File: src/rtl/led_sweep_pkg.sv
// Shared encodings for the LED sweep block: operating modes and triangle direction.
package led_sweep_pkg;

   typedef enum logic [1:0] {
      MODE_FIXED = 2'd0,
      MODE_UP    = 2'd1,
      MODE_DOWN  = 2'd2,
      MODE_TRI   = 2'd3
   } mode_e;

   typedef enum logic {
      DIR_UP   = 1'b0,
      DIR_DOWN = 1'b1
   } dir_e;

endpackage

File: src/rtl/led_sweep_ctrl.sv
// Level sequencer: counts led_out[0] rising edges and steps cur_exp through [exp_min, exp_max].
// LED_SWEEP_TRIANGLE_EN adds the bouncing triangle mode and its direction register.
module led_sweep_ctrl
   import led_sweep_pkg::*;
#(
   parameter int CNT_W  = 32,
   parameter int EXP_W  = 5,
   parameter int STEP_W = 4
) (
   input  logic              clk,
   input  logic              reset,
   input  logic              en,
   input  logic [1:0]        mode,
   input  logic [EXP_W-1:0]  exp_min,
   input  logic [EXP_W-1:0]  exp_max,
   input  logic [STEP_W-1:0] steps,
   input  logic              led0,
   output logic [EXP_W-1:0]  cur_exp,
   output logic              lvl_stb
);

   localparam logic [EXP_W-1:0] MAX_E = EXP_W'(CNT_W - 1);

   mode_e             mode_w;
   logic [EXP_W-1:0]  lo, hi, cur_q, cur_d, adv_exp;
   logic [STEP_W-1:0] step_q, step_d;
   logic              stb_q, stb_d, led0_prev_q, rise;

   assign mode_w = mode_e'(mode);
   assign lo     = (exp_min > MAX_E) ? MAX_E : exp_min;
   assign hi     = (exp_max > MAX_E) ? MAX_E : exp_max;
   assign rise   = led0 & ~led0_prev_q;

`ifdef LED_SWEEP_TRIANGLE_EN
   dir_e             dir_q, dir_d;
   logic             go_up;
   logic [EXP_W-1:0] tri_exp;

   // Turn around when pinned at a bound so a stale direction never leaves the range.
   assign go_up   = ((dir_q == DIR_UP) && (cur_q < hi)) || ((dir_q == DIR_DOWN) && (cur_q <= lo));
   assign tri_exp = go_up ? cur_q + 1'b1 : cur_q - 1'b1;

   always_ff @(posedge clk) begin
      if (reset)   dir_q <= DIR_UP;
      else if (en) dir_q <= dir_d;
   end
`endif

   always_comb begin
      case (mode_w)
         MODE_DOWN: adv_exp = (cur_q == lo) ? hi : cur_q - 1'b1;
`ifdef LED_SWEEP_TRIANGLE_EN
         MODE_TRI:  adv_exp = tri_exp;
`endif
         default:   adv_exp = (cur_q == hi) ? lo : cur_q + 1'b1;
      endcase
   end

   always_comb begin
      // NOTE: every output of this block gets a default first, so no path can infer a latch.
      cur_d  = cur_q;
      step_d = step_q;
      stb_d  = 1'b0;
`ifdef LED_SWEEP_TRIANGLE_EN
      dir_d  = dir_q;
`endif
      if (mode_w == MODE_FIXED) begin
         cur_d  = lo;
         step_d = '0;
      end else if (lo >= hi) begin
         step_d = '0;
         if (cur_q != lo) begin
            cur_d = lo;
            stb_d = 1'b1;
`ifdef LED_SWEEP_TRIANGLE_EN
            dir_d = DIR_UP;
`endif
         end
      end else if ((cur_q < lo) || (cur_q > hi)) begin
         cur_d  = (mode_w == MODE_DOWN) ? hi : lo;
         step_d = '0;
         stb_d  = 1'b1;
`ifdef LED_SWEEP_TRIANGLE_EN
         dir_d  = DIR_UP;
`endif
      end else if (rise) begin
         if (step_q == steps) begin
            step_d = '0;
            cur_d  = adv_exp;
            stb_d  = 1'b1;
`ifdef LED_SWEEP_TRIANGLE_EN
            if (mode_w == MODE_TRI)
               dir_d = (tri_exp >= hi) ? DIR_DOWN :
                       (tri_exp <= lo) ? DIR_UP   :
                       (go_up ? DIR_UP : DIR_DOWN);
`endif
         end else begin
            step_d = step_q + 1'b1;
         end
      end
   end

   always_ff @(posedge clk) begin
      if (reset) begin
         cur_q       <= lo;
         step_q      <= '0;
         stb_q       <= 1'b0;
         led0_prev_q <= 1'b0;
      end else if (en) begin
         cur_q       <= cur_d;
         step_q      <= step_d;
         stb_q       <= stb_d;
         led0_prev_q <= led0;
      end else begin
         // A strobe is a single-cycle event, so a frozen block must not repeat it.
         stb_q <= 1'b0;
      end
   end

   assign cur_exp = cur_q;
   assign lvl_stb = stb_q;

endmodule

File: src/rtl/led_sweep.sv
// LED sweep top: free-running counter and per-channel LED taps; sequencing lives in led_sweep_ctrl.
// Build option: define LED_SWEEP_TRIANGLE_EN to enable the triangle mode (mode 3).
module led_sweep
   import led_sweep_pkg::*;
#(
   parameter int N_CH   = 4,
   parameter int CNT_W  = 32,
   parameter int EXP_W  = 5,
   parameter int STEP_W = 4
) (
   input  logic              clk,
   input  logic              reset,
   input  logic              en,
   input  logic [1:0]        mode,
   input  logic [EXP_W-1:0]  exp_min,
   input  logic [EXP_W-1:0]  exp_max,
   input  logic [STEP_W-1:0] steps,
   output logic [N_CH-1:0]   led_out,
   output logic [EXP_W-1:0]  cur_exp,
   output logic              lvl_stb
);

   localparam int CNT_IDX_W = (CNT_W > 1) ? $clog2(CNT_W) : 1;

   logic [CNT_W-1:0] cnt_q;
   logic [N_CH-1:0]  led_q, led_d;

   // Channel i taps bit cur_exp+i, widened by one bit so the sum cannot wrap before clamping.
   function automatic logic [CNT_IDX_W-1:0] chan_sel(input logic [EXP_W-1:0] e, input int i);
      logic [EXP_W:0] s;
      s = {1'b0, e} + (EXP_W + 1)'(i);
      if (s > (EXP_W + 1)'(CNT_W - 1)) s = (EXP_W + 1)'(CNT_W - 1);
      return CNT_IDX_W'(s);
   endfunction

   always_comb begin
      led_d = '0;
      for (int i = 0; i < N_CH; i++) led_d[i] = cnt_q[chan_sel(cur_exp, i)];
   end

   always_ff @(posedge clk) begin
      if (reset) begin
         cnt_q <= '0;
         led_q <= '0;
      end else if (en) begin
         cnt_q <= cnt_q + 1'b1;
         led_q <= led_d;
      end
   end

   led_sweep_ctrl #(
      .CNT_W  (CNT_W),
      .EXP_W  (EXP_W),
      .STEP_W (STEP_W)
   ) u_ctrl (
      .clk     (clk),
      .reset   (reset),
      .en      (en),
      .mode    (mode),
      .exp_min (exp_min),
      .exp_max (exp_max),
      .steps   (steps),
      .led0    (led_q[0]),
      .cur_exp (cur_exp),
      .lvl_stb (lvl_stb)
   );

   assign led_out = led_q;

endmodule

File: config.mk
export PLATFORM = sky130hd
export DESIGN_NAME = led_sweep
export DESIGN_NICKNAME = d
export VERILOG_FILES = /design/src/rtl/led_sweep_pkg.sv /design/src/rtl/led_sweep_ctrl.sv /design/src/rtl/led_sweep.sv
export SDC_FILE = /design/constraint.sdc
export NUM_CORES = 1
export LEC_CHECK = 0
export CORE_MARGIN = 2
export CORE_UTILIZATION = 50
export CTS_CLUSTER_DIAMETER = 30
export DETAILED_ROUTE_END_ITERATION = 16
export HOLD_SLACK_MARGIN = 0.03
export PLACE_DENSITY = 0.69
export SKIP_LAST_GASP = 1
export SLEW_MARGIN = 20
export SYNTH_ARGS = -nofsm -noshare
export SYNTH_HDL_FRONTEND = slang
export SYNTH_SLANG_ARGS = --single-unit
File: constraint.sdc
create_clock -name clk -period 6.15 [get_ports clk]
set_input_delay 0.9225 -clock clk [delete_from_list [all_inputs] [get_ports clk]]
set_output_delay 0.9225 -clock clk [all_outputs]
set_load 0.005 [all_outputs]
==> impl_results.md, run 1 <==
* Clock sinks at 47
* DP HPWL at ~9500 um
* Reg2reg start: u_ctrl.cur_exp[0]
* Tcrit/Tclk final at between 60% and 70%
* Num CTS Buffers at 5
* Num rows at 33
* Core footprint at 8300 um2
* Top cells by area, synth: dfxtp_1 19%, ha_1 6.4%, nor2_1 5.9%
* P_int at 568 uW
* Clk_lat worst skew at 0.32 ns
* Die width at roughly 97 um
* Slack of the worst reg-to-reg path at 2.44 ns
* Clk root buf: clkbuf_8
* Switching Share at 41.8%
* FFs w/ async S/R, synth at 0%
* Critical path's top delay family: buffers and inverters
* Post-synth top area share at 19.5%
* Routed via count at approximately 4300
* Synth cell types at between 60 and 70
* WS Path Type: reg2reg
* Global-route wire length before repair at about 22000 um
* Largest net degree at the start of global routing at 45
* HP Class: reg2reg
* Gates resized, CTS repair at 0
* Switching Power at around 400 uW
* WHS Path Cells at 2
* Hold Vio Cnt, Final at 0
* Die Y at 96.9 um
* # Max-Cap Violations at 0
* Layout net count at slightly below 600
* Unrepaired setup endpoints after global routing: false
* Mean post-synth cell area at around 7.8 um2
* Power share of the combinational group at around two fifths
* Pins Over Slew Limit at 0
* Hold buffer count at CTS at 0
* Worst-case clock buffer depth at 2
* Most used cell, CP: nor4_1
* Layout cells sized above 1 at under 10%
* Top cells by count, synth: 68 x nor2_1, 45 x nand2_1, 42 x dfxtp_1, 35 x a21oi_1, 30 x o21ai_0
* H-tree depth at 2
* Number of buffer and inverter stages on the critical path at 3
* Vias/cell at approximately 6.5
* Antenna Nets Post-Route at 0
* Total track usage at 27.8%
* Initial antenna violation count at 0
* Initial core utilization at 52.0%
* FMAX at approximately 270 MHz
* Peak VDD IR at between 0.00009 and 0.0001 V
* Min Clock Period, post-route at 3.71 ns
* FF+latch count, synth at 47
* Area Overhead vs Synth at 8.06%
* Die ar. at 9390 um2
* Total grt overflow at 0
* Critical Path AT at 3.90 ns
* Post-DR wirelength/cell at slightly below 20 um
* Synth Instances at 550
* CTS tree: yes
* CP startpoint kind: flip-flop
* Syn Nets at around 600
* Critical path capture point type: flip-flop
* Most frequent cell after synthesis: nor2_1
* Final TNS setup at 0 ns
* Max incr delay on CP at ~0.8 ns
* P_leak at ~1.8 nW
* Post-CTS Setup Bufs at 0
* GPL Wtd Cong at around 1.0
* First DRT Iteration DRCs at 393
* Outcome: complete, no violations
* Reg2Reg Capture Point: led_out[1]
* Worst-Margin Slew at 0.795 ns
* Post-synth EDFFs at 5
* Worst Hold Endpoint: led_out[2]
* Top cell type by total area after synthesis: dfxtp_1
* Maximum fanout along the worst path at 44
* Port Buffers at 28
* Number of global-route vias before repair at 4071
* Setup violations, final at 0
* Footprint of the multi-input gates at ~3000 um2
* CP Cell Sequence: buf_4 -> inv_1 -> ha_1 -> clkinv_1 -> a21oi_1 -> nor2_1 -> a2111oi_0 -> nor3_1 -> nor4_1 -> nor4_1
* R2R cell count at 10
* Ys Warns at 0
* Worst slew margin at 46.8%
* Layout fillers at approximately 830
* Hold_sp: led_out[2]
* Routed wire length at ~13000 um
* Number of antenna diodes at 0
* Clock power frac at a little under a quarter
* Post-synth top flop: dfxtp_1
* Power Density at 209 nW/um2
* TritonRoute pass-1 iters at 6
* Clock skew at about 0.015 ns
* Critical-path top delay cell: ha_1
* Post-synthesis cell area at about 4300 um2
* CP required at approximately 6.4 ns
* CTS clock-pin slew for the worst setup and hold paths at 0.11 ns
* I/O pin count at 29
* Register area share after synthesis at ~23%
* Util after Layout at a little under three fifths
* DRC at 0
* FF+latch area at 991 um2
* Power, Total at 975 uW
* Share of power burned in registers at between 30 and 40%
## worst register-to-register path, cell delays in order, from the launching register on
cell and delay [ns]:
edfxtp_1 0.34, buf_4 0.45, inv_1 0.43, ha_1 0.79, clkinv_1 0.46, a21oi_1 0.25
nor2_1 0.06, a2111oi_0 0.43, nor3_1 0.09, nor4_1 0.22, nor4_1 0.07
## cells by family after synthesis
kind of cell	count (synthesis)	share of synthesized area [%]
compound gates	135	20.7
xor+xnor	35	7.11
fa+ha+maj	22	6.38
buf+inv	62	6.50
flops	47	23.0
mux	39	12.4
simple gates	210	23.9
## metrics by stage
| step | worst slack [ns] | instance area, um2 | hold slack (ns) | std cells |
|---|---|---|---|---|
| floorplan | 3.07 | 4310 | 0.461 | 550 |
| global placement | 2.39 | 4570 | 0.475 | 651 |
| detailed placement | 2.41 | 4570 | 0.475 | 651 |
| CTS | 2.56 | 4660 | 0.498 | 659 |
| global route | 2.15 | 4660 | 0.536 | 659 |
| finish | 2.44 | 4660 | 0.499 | 659 |
## power groups by stage
stage / logic [mW] / registers [mW] / clock network, mW
6_report: 0.405 / 0.349 / 0.221
2_1_floorplan: 0.293 / 0.342 / 0
5_1_grt: 0.439 / 0.353 / 0.234
3_3_place_gp: 0.395 / 0.356 / 0
3_5_place_dp: 0.394 / 0.355 / 0
4_1_cts: 0.396 / 0.349 / 0.225
## worst max path at each step
stage                            startpoint           endpoint  slack, ns  cells after the start
after CTS                 u_ctrl.cur_exp[0]         led_out[1]       2.56                     10
after global placement           exp_max[4]  u_ctrl.cur_exp[2]       2.39                      9
after global routing      u_ctrl.cur_exp[0]         led_out[1]       2.15                     10
after floorplan                  exp_max[4]  u_ctrl.cur_exp[0]       3.07                     10
after detailed placement                 en          cnt_q[27]       2.41                      8
final                     u_ctrl.cur_exp[0]         led_out[1]       2.44                     10
## registers in the layout (all words and copies together), names as in the netlist
name,cells
u_ctrl.cur_exp,5
cnt_q,32
u_ctrl.led0_prev_q,1
u_ctrl.step_q,4
u_ctrl.lvl_stb,1
led_out,4
## per-layer routing
| metal | routed length, um | GRT usage [%] |
|---|---|---|
| met5 | 0 | 0 |
| met3 | 861 | 4.34 |
| met2 | 6070 | 45.1 |
| met4 | 277 | 8.88 |
| met1 | 5760 | 38.0 |
## cell usage in the layout, fill, tap and decap left out, drive strengths merged, types with 6 or more instances in the layout
master / instances
nand4: 11
a21o: 7
mux2i: 23
nand2: 45
nor2b: 7
nor3: 17
ha: 22
o22ai: 6
nor2: 68
a31oi: 8
xor2: 23
clkdlybuf4s50: 28
nand3: 19
inv: 28
mux4: 11
and2: 6
o21ai: 31
and3: 7
dfxtp: 42
xnor2: 12
or3: 10
a21oi: 36
o211ai: 7
## layout make-up
class | instances | area share [%]
multi-input cells | 441 | 65.3
clock inverters | 3 | 0.590
repair buffers | 30 | 6.33
clock buffers | 5 | 1.48
inverters | 28 | 2.25
flip-flops and latches | 47 | 21.3
well taps | 105 | 2.82
No activity file was read; power rests on OpenSTA's default activity.
==> run 2, diff against run 1 <==
--- a/config.mk
+++ b/config.mk
@@ -10,7 +10,7 @@
 export CTS_CLUSTER_DIAMETER = 30
 export DETAILED_ROUTE_END_ITERATION = 16
 export HOLD_SLACK_MARGIN = 0.03
-export PLACE_DENSITY = 0.69
+export PLACE_DENSITY = 0.72
 export SKIP_LAST_GASP = 1
 export SLEW_MARGIN = 20
 export SYNTH_ARGS = -nofsm -noshare
==> constraint.sdc (replaced) <==
create_clock -name clk -period 3.27 [get_ports clk]
set_input_delay 0.4905 -clock clk [delete_from_list [all_inputs] [get_ports clk]]
set_output_delay 0.4905 -clock clk [all_outputs]
set_load 0.005 [all_outputs]
==> run 2 against run 1 <==
  * Worst setup slack worse by 2.1 ns
  * First-iteration DRC count is 5.9% higher
  * Non-clock buffer count rose by 24
  * Die area is the same
==> impl_results.md, run 2 (synthesis gave the netlist of run 1 again) <==
* Critical Path AT at roughly 3.1 ns
* CP required at ~3.5 ns
* Switching Share at ~40%
* Min Clock Period, post-route at a little under 3 ns
* Die width at a little under 100 um
* Worst setup endpoint: led_out[3]
* Hold Vio Cnt, Final at 0
* Outcome: complete, no violations
* Clock skew at about 0.013 ns
* CTS tree: yes
* P_leak at around 1.9 nW
* FMAX at roughly 350 MHz
* Post-DR wirelength/cell at 18.4 um
* Final worst slack at ~0.38 ns
* Pins Over Slew Limit at 0
* Final TNS setup at 0 ns
* CTS clock-pin slew for the worst setup and hold paths at between 0.1 and 0.15 ns
* Power Density at between 300 and 400 nW/um2
* Leading cell type in the layout, fill and taps excluded: nor2_1
* Clock power frac at 21.1%
* Core footprint at 8300 um2
* DP HPWL at roughly 9300 um
* Routed via count at around 4300
* Reg2Reg Capture Point: led_out[3]
* WS Path Type: reg2reg
* Worst-case clock buffer depth at 2
* Max reg flops at 32
* Most frequent cells in the layout: 68 x nor2_1, 45 x nand2_1, 42 x dfxtp_1
* Unrepaired setup endpoints after global routing: false
* Maximum fanout along the worst path at 10
* Power share of the combinational group at about 45%
* DRC at 0
* Initial antenna violation count at 0
* Critical path capture point type: flip-flop
* Die Y at roughly 97 um
* Setup violations, final at 0
* WHS Path Cells at 2
* Gates resized, CTS repair at 0
* Die ar. at 9390 um2
* Reg2reg start: u_ctrl.cur_exp[1]
* Critical path origin: u_ctrl.cur_exp[1]
* Layout net count at 618
* Largest net degree at the start of global routing at 43
* Hold buffer count at CTS at 0
* Switching Power at around 750 uW
* Clk_lat worst skew at ~0.32 ns
* TritonRoute pass-1 iters at 5
* Port Buffers at 28
* Number of global-route vias before repair at 4220
* CP startpoint kind: flip-flop
* Setup WS pre-CTS at about 0.18 ns
* Total grt overflow at 0
* Worst-Margin Slew at around 0.75 ns
* Peak VDD IR at between 0.0002 and 0.00025 V
* H-tree depth at 2
* Placed Cells at 675
* Power, Total at about 1.9 mW
* R2R cell count at 7
* Post-CTS Setup Bufs at 0
* HP Class: reg2reg
* Antenna Nets Post-Route at 0
* Global-route wire length before repair at about 21000 um
* Initial core utilization at between 50% and 60%
* I/O pin count at 29
* # Max-Cap Violations at 0
* Number of antenna diodes at 0
* Worst slew margin at 49.4%
* Top reg by flops: cnt_q
* First DRT Iteration DRCs at 416
* Final hold slack at about 0.51 ns
* Tcrit/Tclk final at approximately nine tenths
* Share of power burned in registers at about a third
* Clock sinks at 47
* Slack of the worst reg-to-reg path at between 0.3 and 0.4 ns
* GPL Wtd Cong at between 0.9 and 1
* Layout cells sized above 1 at between 10% and 20%
* Total track usage at 26.9%
* Vias/cell at approximately 6.3
* P_int at around 1.1 mW
* Area Overhead vs Synth at 12.5%
* Finished Layout Cells at approximately 680
* Routed wire length at between 10000 and 15000 um
* Num CTS Buffers at 5
* Clk root buf: clkbuf_8
* Num rows at 33
## run 2: final cells by class
type | count | area [um2]
clock buffer | 5 | 68.8
clock inverter | 3 | 27.5
fill | 760 | 3440
inverter | 28 | 105
multi-input combinational | 441 | 3040
sequential | 47 | 991
tap | 105 | 131
timing repair buffer | 54 | 488
## run 2: power by group through the flow
stage	Combinational (mW)	Clock [mW]	Sequential, mW
after global placement	0.808	0	0.653
final	0.833	0.395	0.642
after floorplan	0.551	0	0.644
after global routing	0.901	0.428	0.646
after detailed placement	0.814	0	0.654
after CTS	0.818	0.400	0.641
## run 2: routing by layer
| metal | share of wire [%] | routed length [um] | global-route usage [%] | vias up |
|---|---|---|---|---|
| met5 | 0 | 0 | 0 | - |
| met4 | 3.1 | 396 | 9.75 | 0 |
| met3 | 6.8 | 853 | 4.12 | 29 |
| met2 | 48 | 6070 | 45.8 | 187 |
| met1 | 42 | 5270 | 34.4 | 2019 |
| li1 | - | - | - | 2064 |
## run 2: how the worst min path moves through the flow
| stage | startpoint | to | slack [ns] |
|---|---|---|---|
| after floorplan | u_ctrl.led0_prev_q | u_ctrl.led0_prev_q | 0.46 |
| after global routing | led_out[2] | led_out[2] | 0.53 |
| after CTS | led_out[1] | led_out[1] | 0.51 |
| after detailed placement | u_ctrl.led0_prev_q | u_ctrl.led0_prev_q | 0.49 |
| final | u_ctrl.led0_prev_q | u_ctrl.led0_prev_q | 0.51 |
| after global placement | u_ctrl.led0_prev_q | u_ctrl.led0_prev_q | 0.47 |
## run 2: critical path: stages (launching register included)
cell and delay, ns:
edfxtp_1 0.62, inv_1 0.24, ha_1 0.30, xnor2_1 0.55
mux4_2 0.41, mux2_2 0.27, o211ai_1 0.25, a311oi_1 0.14
## run 2: stage by stage
stage	cell area, um2	util [%]
global route	4850	58.5
detailed placement	4760	57.3
floorplan	4310	-
global placement	4760	57.3
finish	4850	58.5
CTS	4850	58.5
